[src/rtl/fp16_normalize_round_pkg.sv]
// Shared definitions for the half-precision post-adder normalize/round stage.
package fp16_pkg;
  localparam int EXP_W   = 5;
  localparam int FRAC_W  = 10;
  localparam int MANT_W  = FRAC_W + 3;
  localparam int EXP_INF = 31;
  localparam int BIAS    = 15;

  typedef enum logic [1:0] {IDLE, NORM, ROUND, DONE} state_t;
endpackage

[src/rtl/fp16_normalize_round_if.sv]
// Valid/ready bundle between the add/sub unit, the normalizer and its consumer.
interface fp16_normalize_round_if #(
  parameter int EXP_W  = 5,
  parameter int FRAC_W = 10
);
  logic                      in_valid;
  logic                      in_ready;
  logic                      in_sign;
  logic [EXP_W-1:0]          in_exp;
  logic [FRAC_W+2:0]         in_mant;
  logic                      in_sticky;
  logic                      out_valid;
  logic                      out_ready;
  logic [EXP_W+FRAC_W:0]     out_result;
  logic                      out_overflow;
  logic                      out_underflow;

  modport master (
    output in_valid, in_sign, in_exp, in_mant, in_sticky, out_ready,
    input  in_ready, out_valid, out_result, out_overflow, out_underflow
  );

  modport slave (
    input  in_valid, in_sign, in_exp, in_mant, in_sticky, out_ready,
    output in_ready, out_valid, out_result, out_overflow, out_underflow
  );
endinterface

[src/rtl/fp16_normalize_round_rne.sv]
// Round-to-nearest-even and IEEE packing of a normalized (or subnormal) mantissa.
module fp16_round_rne #(
  parameter int EXP_W  = 5,
  parameter int FRAC_W = 10
) (
  input  logic [FRAC_W+1:0]    mant,
  input  logic                 sticky,
  input  logic [EXP_W:0]       exp,
  input  logic                 sign,
  output logic [EXP_W+FRAC_W:0] result,
  output logic                 overflow,
  output logic                 underflow
);
  localparam logic [EXP_W:0] EXP_ONE = 1;
  localparam logic [EXP_W:0] EXP_MAX = {1'b0, {EXP_W{1'b1}}};

  logic                inc;
  logic [FRAC_W+1:0]   r;
  logic [FRAC_W-1:0]   frac;
  logic                hidden;
  logic [EXP_W:0]      exp_n;
  logic [EXP_W-1:0]    exp_f;

  always_comb begin
    inc    = mant[0] & (sticky | mant[1]);
    r      = {1'b0, mant[FRAC_W+1:1]} + {{(FRAC_W+1){1'b0}}, inc};
    frac   = r[FRAC_W-1:0];
    hidden = r[FRAC_W];
    exp_n  = exp;
    // Mantissa rounded up to 2.0: renormalize by bumping the exponent.
    if (r[FRAC_W+1]) begin
      frac   = '0;
      hidden = 1'b1;
      exp_n  = exp + EXP_ONE;
    end
    exp_f     = hidden ? exp_n[EXP_W-1:0] : '0;
    overflow  = 1'b0;
    underflow = 1'b0;
    if (mant == '0) begin
      result    = '0;
      underflow = 1'b1;
    end else if (exp_n >= EXP_MAX) begin
      result   = {sign, {EXP_W{1'b1}}, {FRAC_W{1'b0}}};
      overflow = 1'b1;
    end else begin
      result    = {sign, exp_f, frac};
      underflow = (exp_f == '0) && (frac != '0);
    end
  end
endmodule

[src/rtl/fp16_normalize_round.sv]
// Iterative one-bit-per-cycle normalizer feeding an RNE rounder; one result in flight.
module fp16_normalize_round #(
  parameter int EXP_W  = 5,
  parameter int FRAC_W = 10
) (
  input  logic                  clk,
  input  logic                  rst,
  fp16_normalize_round_if.slave bus
);
  import fp16_pkg::*;

  localparam int             MANT_N  = FRAC_W + 3;
  localparam logic [EXP_W:0] EXP_ONE = 1;

  state_t                state_q, state_d;
  logic [MANT_N-1:0]     mant_q, mant_d;
  logic [EXP_W:0]        exp_q, exp_d;
  logic                  sticky_q, sticky_d;
  logic                  sign_q, sign_d;
  logic [EXP_W+FRAC_W:0] res_q, rnd_result;
  logic                  ovf_q, unf_q, rnd_ovf, rnd_unf;

  always_comb begin
    state_d  = state_q;
    mant_d   = mant_q;
    exp_d    = exp_q;
    sticky_d = sticky_q;
    sign_d   = sign_q;
    case (state_q)
      IDLE: if (bus.in_valid) begin
        mant_d   = bus.in_mant;
        exp_d    = {1'b0, bus.in_exp};
        sticky_d = bus.in_sticky;
        sign_d   = bus.in_sign;
        state_d  = NORM;
      end
      NORM: begin
        if (mant_q == '0) begin
          state_d = ROUND;
        end else if (mant_q[MANT_N-1]) begin
          mant_d   = mant_q >> 1;
          sticky_d = sticky_q | mant_q[0];
          exp_d    = exp_q + EXP_ONE;
          state_d  = ROUND;
        end else if (mant_q[MANT_N-2] || exp_q == EXP_ONE) begin
          // exp==1 stops shifting: the value stays subnormal.
          state_d = ROUND;
        end else begin
          mant_d = mant_q << 1;
          exp_d  = exp_q - EXP_ONE;
        end
      end
      ROUND:   state_d = DONE;
      DONE:    if (bus.out_ready) state_d = IDLE;
      default: state_d = IDLE;
    endcase
  end

  fp16_round_rne #(.EXP_W(EXP_W), .FRAC_W(FRAC_W)) u_rne (
    .mant      (mant_q[MANT_N-2:0]),
    .sticky    (sticky_q),
    .exp       (exp_q),
    .sign      (sign_q),
    .result    (rnd_result),
    .overflow  (rnd_ovf),
    .underflow (rnd_unf)
  );

  always_ff @(posedge clk) begin
    if (rst) begin
      state_q  <= IDLE;
      mant_q   <= '0;
      exp_q    <= '0;
      sticky_q <= 1'b0;
      sign_q   <= 1'b0;
      res_q    <= '0;
      ovf_q    <= 1'b0;
      unf_q    <= 1'b0;
    end else begin
      state_q  <= state_d;
      mant_q   <= mant_d;
      exp_q    <= exp_d;
      sticky_q <= sticky_d;
      sign_q   <= sign_d;
      if (state_q == ROUND) begin
        res_q <= rnd_result;
        ovf_q <= rnd_ovf;
        unf_q <= rnd_unf;
      end
    end
  end

  assign bus.in_ready      = (state_q == IDLE);
  assign bus.out_valid     = (state_q == DONE);
  assign bus.out_result    = res_q;
  assign bus.out_overflow  = ovf_q;
  assign bus.out_underflow = unf_q;
endmodule

[src/flat_wrapper.sv]
// flat-port wrapper written by rule: the top's interface ports become plain ports
module fp16_normalize_round_flat import fp16_pkg::*;
#(
  parameter int EXP_W  = 5,
  parameter int FRAC_W = 10
)
  (clk, rst, bus_in_valid, bus_in_sign, bus_in_exp, bus_in_mant, bus_in_sticky, bus_out_ready, bus_in_ready, bus_out_valid, bus_out_result, bus_out_overflow, bus_out_underflow);
  fp16_normalize_round_if #(.EXP_W(EXP_W), .FRAC_W(FRAC_W)) bus_i ();
  input  logic clk;
  input  logic rst;
  input wire logic [$bits(bus_i.in_valid)-1:0] bus_in_valid;
  input wire logic [$bits(bus_i.in_sign)-1:0] bus_in_sign;
  input wire logic [$bits(bus_i.in_exp)-1:0] bus_in_exp;
  input wire logic [$bits(bus_i.in_mant)-1:0] bus_in_mant;
  input wire logic [$bits(bus_i.in_sticky)-1:0] bus_in_sticky;
  input wire logic [$bits(bus_i.out_ready)-1:0] bus_out_ready;
  output wire logic [$bits(bus_i.in_ready)-1:0] bus_in_ready;
  output wire logic [$bits(bus_i.out_valid)-1:0] bus_out_valid;
  output wire logic [$bits(bus_i.out_result)-1:0] bus_out_result;
  output wire logic [$bits(bus_i.out_overflow)-1:0] bus_out_overflow;
  output wire logic [$bits(bus_i.out_underflow)-1:0] bus_out_underflow;
  assign bus_i.in_valid = bus_in_valid;
  assign bus_i.in_sign = bus_in_sign;
  assign bus_i.in_exp = bus_in_exp;
  assign bus_i.in_mant = bus_in_mant;
  assign bus_i.in_sticky = bus_in_sticky;
  assign bus_i.out_ready = bus_out_ready;
  assign bus_in_ready = bus_i.in_ready;
  assign bus_out_valid = bus_i.out_valid;
  assign bus_out_result = bus_i.out_result;
  assign bus_out_overflow = bus_i.out_overflow;
  assign bus_out_underflow = bus_i.out_underflow;
  fp16_normalize_round #(.EXP_W(EXP_W), .FRAC_W(FRAC_W)) u_core (.clk(clk), .rst(rst), .bus(bus_i));
endmodule
[config.mk]
export PLATFORM = sky130hd
export DESIGN_NAME = fp16_normalize_round_flat
export DESIGN_NICKNAME = d
export VERILOG_FILES = /design/src/rtl/fp16_normalize_round_pkg.sv /design/src/rtl/fp16_normalize_round_if.sv /design/src/rtl/fp16_normalize_round_rne.sv /design/src/rtl/fp16_normalize_round.sv /design/src/flat_wrapper.sv
export SDC_FILE = /design/constraint.sdc
export NUM_CORES = 1
export LEC_CHECK = 0
export CORE_ASPECT_RATIO = 0.8
export CORE_MARGIN = 3
export CORE_UTILIZATION = 35
export CTS_CLUSTER_DIAMETER = 120
export DETAILED_ROUTE_END_ITERATION = 12
export GPL_TIMING_DRIVEN = 0
export SYNTH_ARGS = -nofsm -noshare
export SYNTH_HDL_FRONTEND = slang
export SYNTH_SLANG_ARGS = --single-unit
[constraint.sdc]
create_clock -name clk -period 2.3 [get_ports clk]
set_input_delay 0.46 -clock clk [delete_from_list [all_inputs] [get_ports clk]]
set_output_delay 0.46 -clock clk [all_outputs]
set_load 0.005 [all_outputs]
# ---- Yosys cells after proc, flatten, opt, wreduce, memory -nomap -nowiden
# Cells that the tools add are included.
dict set report totals {
  ff_bits 41
  inputBits 24
  elab_cells 69
}
dict set report op_classes {
  add_sub_neg 3
  magnitude_cmp 1
  eq_ne 10
  muxes 30
  n_bitwise 3
  n_reduce_logical 13
}
# op count
set op_table {}
lappend op_table {{13-bit 2-to-1 mux} 4}
lappend op_table {{6-bit 2-to-1 mux} 5}
lappend op_table {{13-bit case mux with 2 select lines} 1}
lappend op_table {{16-bit 2-to-1 mux} 1}
lappend op_table {{15-bit 2-to-1 mux} 1}
lappend op_table {{13-bit logical NOT} 1}
lappend op_table {{11-bit by 1-bit adder with 12-bit output} 1}
lappend op_table {{12-bit logical NOT} 1}
lappend op_table {{6-bit case mux with 2 select lines} 1}
lappend op_table {{10-bit 2-to-1 mux} 1}
lappend op_table {{2-bit 2-to-1 mux} 5}
lappend op_table {{10-bit nonzero test} 1}
lappend op_table {{1-bit 2-to-1 mux} 8}
lappend op_table {{2-bit case mux with 4 select lines} 1}
lappend op_table {{4-bit AND reduction} 2}
lappend op_table {{6-bit by 1-bit adder with 6-bit output, second input constant} 1}
lappend op_table {{6-bit by 1-bit equality test with 1-bit output, second input constant} 1}
lappend op_table {{6-bit by 5-bit >= comparator with 1-bit output, second input constant} 1}
lappend op_table {{2-bit != test, second input constant} 3}
lappend op_table {{3-bit AND reduction} 2}
lappend op_table {{6-bit by 1-bit subtractor with 6-bit output, second input constant} 1}
lappend op_table {{5-bit logical NOT} 1}
lappend op_table {{5-bit 2-to-1 mux} 1}
lappend op_table {{2-bit equality test, second input constant} 2}
lappend op_table {{12 further kinds} 13}

# ---- Logic depth before layout (Yosys ltp)
# Gate-level depths: netlist of the first run.
dict set report depth {
  depth_word 9
  mapped_depth 10
}

# ---- Modules after synthesis
# From an unflattened synthesis of the first run, not the netlist that was laid out.
dict set report hier_totals {
  hier_cells 335
  area_unflattened_um2 2740.1
}
# module instances cells_each area_per_inst_um2 seq_area_each_um2
set by_module_without_submodules {}
lappend by_module_without_submodules {fp16_normalize_round 1 247 2154.6 820.8}
lappend by_module_without_submodules {fp16_round_rne 1 88 585.6 0.0}

# ---- Least setup slack after synthesis of the first run
# OpenSTA, ideal clock, no wires.
dict set report synth_timing {
  path_kind {register -> register}
  startpoint {register u_core.mant_q[1]}
  endpoint {register u_core.unf_q (netlist: u_core.bus.out_underflow)}
  setup_time_ns 0.088
  arrival_ns 2.139
  required_time_ns 2.212
  slack_ns 0.073
  path_stages_with_launch 9
  n_path_buf 2
  synth_period_minus_slack_ns 2.227
  path_cell_list {dfxtp_1 -> buf_2 -> nand4_4 -> or4_1 -> buf_2 -> mux2_4 -> a311oi_2 -> a21oi_1 -> nor4_2}
}
dict set report synth_via {
  elab_chain_cells 9
  elab_cells_between_ends 14
  classes_between {add/sub: 1; order compare: 1; mux: 6; bitwise: 2; reduce/logical: 4}
}
# element line
set synth_rtl {}
lappend synth_rtl {{start: declaration} fp16_normalize_round.sv:16} ;# logic [MANT_N-1:0] mant_q, mant_d;
lappend synth_rtl {{start signal: assignment} fp16_normalize_round.sv:81} ;# mant_q <= mant_d;
lappend synth_rtl {{branches (longest 8 deep; another with 11-bit by 1-bit adder with 12-bit output)} -}
lappend synth_rtl {{1-bit 2-to-1 mux (*)} fp16_normalize_round_rne.sv:39} ;# if (mant == '0) begin
lappend synth_rtl {{end signal: assignment} fp16_normalize_round.sv:88} ;# unf_q <= rnd_unf;
lappend synth_rtl {{end: declaration} fp16_normalize_round.sv:21} ;# logic ovf_q, unf_q, rnd_ovf, rnd_unf;
# Every way passes the cells marked *.
# A chain may end at the register's enable or synchronous reset.

# ---- Final worst setup path of the first run
dict set report layout_timing {
  startpoint {register u_core.mant_q[2]}
  endpoint {register u_core.res_q[10] (netlist: u_core.bus.out_result[10])}
}
dict set report layout_via {
  elab_chain_cells 5
  elab_cells_between_ends 8
  classes_between {add/sub: 1; order compare: 1; mux: 5; reduce/logical: 1}
}
# element line
set layout_rtl {}
lappend layout_rtl {{11-bit by 1-bit adder with 12-bit output} fp16_normalize_round_rne.sv:26} ;# r = {1'b0, mant[FRAC_W+1:1]} + {{(FRAC_W+1){1'b0}}, inc};
lappend layout_rtl {{6-bit 2-to-1 mux / 1-bit 2-to-1 mux (equally long branches)} fp16_normalize_round_rne.sv:31} ;# if (r[FRAC_W+1]) begin
lappend layout_rtl {{6-bit by 5-bit >= comparator with 1-bit output / 5-bit 2-to-1 mux (equally long branches)} {fp16_normalize_round_rne.sv:42, fp16_normalize_round_rne.sv:36}}
lappend layout_rtl {{15-bit 2-to-1 mux} fp16_normalize_round_rne.sv:42} ;# end else if (exp_n >= EXP_MAX) begin
lappend layout_rtl {{16-bit 2-to-1 mux (*)} fp16_normalize_round_rne.sv:39}
lappend layout_rtl {{end signal: assignment} fp16_normalize_round.sv:86} ;# res_q <= rnd_result;
lappend layout_rtl {{end: declaration} fp16_normalize_round.sv:20} ;# logic [EXP_W+FRAC_W:0] res_q, rnd_result;
# Mark *: on every way between the ends. The rest lies on a longest branch, timed or not.

==> run_results.csv, run 1 <==
group,metric,value,unit
routing,routed_wirelength,6.97,mm
logic_synthesis,ys_seq_area_frac,0.334,
global_route,gr-total-overflow,0,
logic_synthesis,synth.avg_cell_area,7.51,sq um
critical_path,crit_fanout,7,
global_route,grt_pass1_wl,11.4,mm
global_route,antenna_found_initial,0,
pwr,intPower,2230,uW
critical_path,r2r-start,"u_core.mant_q[2]$_SDFFE_PP0P_",
critical_path,start_kind,"flop",
pwr,ir_drop,0.000563,V
logic_synthesis,netlist.area_leader.share,0.334,
critical_path,cp.required,2.46,ns
layout,fin_area,0.00329,sq mm
placed_design,io_buffers,43,
critical_path,crit_chain,"buf_6 -> nand4_4 -> or4_1 -> buf_4 -> mux2_4 -> a311oi_4 -> nand2b_4 -> o21ai_1",
hold_path,hold_path_depth,2,
routing,drc,0,
critical_path,max_stage_delay,0.50,ns
die,rows,26,
logic_synthesis,ys.flop_type,"dfxtp_1",
routing,ant_nets,0,
routing,wl_per_cell,15.0,um
logic_synthesis,yosys_warnings,0,
critical_path,worst-path-buf-inv,2,
layout,stdcell_count,465,
die,ios,44,
critical_path,reg2reg_depth,8,
die,die-area,0.00806,sq mm
pwr,p_leak,0.00110,uW
die,fp.dieH,80.9,um
die,initial_core_util,0.372,
logic_synthesis,synthCells,327,
cts,holdBufCountCts,0,
hold_path,min_from,"u_core.bus.out_overflow$_SDFFE_PP0P_",
sta,hold_viol_final,0,
logic_synthesis,synth-edff-count,0,
die,die_x,99.7,um
pwr,clock_power_share,0.113,
pwr,power_frac_seq,0.283,
sta,max_freq,450,MHz
layout,diodes,0,
critical_path,rrSetupSlack,0.08,ns
placed_design,dp_hpwl,5.13,mm
logic_synthesis,yosysMostFrequentCell,"nand2_1",
pwr,power.share.combinational,0.603,
logic_synthesis,synthesis.nets,358,
pwr,power_density,1280,mW/mm^2
layout,drive_gt1_frac,0.131,
logic_synthesis,syn_area,0.00246,sq mm
global_route,grt_pass1_vias,2297,
logic_synthesis,synthArstFlopShare,0,
cts,numClockSinks,41,
logic_synthesis,ys_types,45,
cts,cts_tree,"yes",
sta,setup_ws,0.0797,ns
critical_path,crit_family,"simple AND/OR/NAND/NOR gates",
cts,worstSkewPairLatency,0.29,ns
sta,fin_crit_sh,0.965,
placed_design,gp_congestion,0.850,
run,drv_cap,0,
routing,dr.pass1.iters,4,
run_status,outcome,"completed",
critical_path,cp-end-kind,"flop",
critical_path,cp-startpoint,"u_core.mant_q[2]$_SDFFE_PP0P_",
logic_synthesis,ys_seq_elements,41,
global_route,grt_util_all_layers,0.179,
sta,worst_slew_pin_slew,0.599,ns
sta,fin_skew,0.00461,ns
routing,drtIter0Drc,223,
critical_path,regToRegEndpoint,"u_core.bus.out_result[10]$_SDFFE_PP0P_",
routing,vias,2470,
pwr,p_total,4210,uW
critical_path,worstPathArrival,2.38,ns
placed_design,place_inst,454,
routing,vias_per_cell,5.31,
sta,slew_violations,0,
global_route,grt_max_degree,12,
placed_design,pre_cts_slack,-0.382,ns
critical_path,path_depth,8,
sta,period_needed,2.22,ns
cts,cts-root-buf,"clkbuf_8",
pwr,swShare,0.470,
cts,cts_buffer_depth,2,
critical_path,crit_path_top_delay_cell,"or4_1",
logic_synthesis,yosys.area.top_type,"dfxtp_1",
hold_path,hold_path.class,"flop to flop",
logic_synthesis,synth.area.top_cells,"dfxtp_1 (33%), nand2_1 (9.0%), o211ai_1 (6.4%)",
cts,clk_pin_slew,0.08,ns
sta,setup_viol,0,
sta,slew-limit-headroom,0.601,
cts,cts_buffers,5,
critical_path,endpoint,"u_core.bus.out_result[10]$_SDFFE_PP0P_",
layout,nNetsFinal,412,
critical_path,crit_type,"flop to flop",
die,fp.coreArea,0.00660,sq mm
logic_synthesis,synth_common_cells,"nand2_1 (59), dfxtp_1 (41), a21oi_1 (28)",
cts,ctsHtreeMaxLevel,2,
layout,syn2layout_area_growth,34.1,%
placed_design,dpl_cell_area,0.00299,sq mm
pwr,switching_power,1980,uW
layout by cell type (no fill, tap or decap), drive strengths merged, types with 9 or more instances in the layout:
cell           Yosys  layout
clkbuf            19      21
o211ai            21      21
buf                9      18
inv               12      11
dfxtp             41      41
nand2             59      59
nand3             11      11
nor3               9       9
o21ai             17      17
a21oi             28      28
clkdlybuf4s50      0      43
nor2              20      20
nor4               9       9
routing by layer:
layer  up-vias  part of all wire  GRT usage  routed length (um)
met2        72              0.42      0.278                2960
met5         -                 0          0                   0
met4         0            0.0070     0.0423                  49
li1       1264                 -          -                   -
met3         5             0.072     0.0403                 501
met1      1129              0.50      0.251                3460
worst min-delay path, delay by kind of cell, from the launching register on:
kind	cells	cell delay, ns
simple gates	2	0.09
flops	1	0.31
metrics by stage:
step,hold slack (ns),utilization,setup TNS (ns)
5_1_grt,0.474,0.499,-0.000811
2_1_floorplan,0.436,-,0
3_5_place_dp,0.440,0.453,-7.10
3_3_place_gp,0.433,0.453,-6.32
6_report,0.445,0.499,0
4_1_cts,0.451,0.482,-0.0180
power groups by stage:
stage / Sequential, uW / Combinational, uW / Clock [uW]
floorplan: 1060 / 1630 / 0
global placement: 1100 / 2180 / 0
detailed placement: 1110 / 2200 / 0
CTS: 1150 / 2300 / 498
global route: 1220 / 2830 / 528
finish: 1190 / 2540 / 477
repair_timing:
action,in CTS,in global routing
setup endpoints to repair,35,34
pin swaps,3,3
setup buffers,4,4
gates resized for setup,22,24
kinds of logic after synthesis:
| group | synth area share |
|---|---|
| AO/OA/AOI/OAI | 0.240 |
| XOR/XNOR | 0.0499 |
| adder cells (fa/ha/maj) | 0.0357 |
| buffers and inverters | 0.0652 |
| flip-flops | 0.334 |
| multiplexers | 0.0311 |
| AND/OR/NAND/NOR | 0.244 |
flip-flops by register name, summed over array words and instances (netlist names):
| name | cells |
|---|---|
| u_core.bus.out_overflow | 1 |
| u_core.state_q | 2 |
| u_core.mant_q | 13 |
| u_core.bus.out_underflow | 1 |
| u_core.bus.out_result | 16 |
| u_core.sign_q | 1 |
| u_core.sticky_q | 1 |
| u_core.exp_q | 6 |
cell type report:
type | instances | area [sq um]
inverters | 12 | 48.8
plain buffers | 24 | 134
multi-input cells | 246 | 1600
well taps | 84 | 105
repair buffers | 51 | 490
fillers | 673 | 3310
clock buffers | 7 | 86.3
flip-flops and latches | 41 | 830
worst min path at each step:
stage / end / slack (ns)
floorplan: u_core.sign_q$_SDFFE_PP0P_ / 0.44
global placement: u_core.bus.out_overflow$_SDFFE_PP0P_ / 0.43
detailed placement: u_core.bus.out_overflow$_SDFFE_PP0P_ / 0.44
CTS: u_core.bus.out_result[3]$_SDFFE_PP0P_ / 0.45
global route: u_core.bus.out_result[4]$_SDFFE_PP0P_ / 0.47
finish: u_core.bus.out_overflow$_SDFFE_PP0P_ / 0.44
Power figures use the tool's default switching activity.
==> inputs of run 2 (changes only) <==
--- a/config.mk
+++ b/config.mk
@@ -5,6 +5,7 @@
 export SDC_FILE = /design/constraint.sdc
 export NUM_CORES = 1
 export LEC_CHECK = 0
+export ABC_CLOCK_PERIOD_IN_PS = 2300
 export CORE_ASPECT_RATIO = 0.8
 export CORE_MARGIN = 3
 export CORE_UTILIZATION = 35
==> results of run 2 <==
No change in the layout: final DEF, timing and power equal those of run 1.
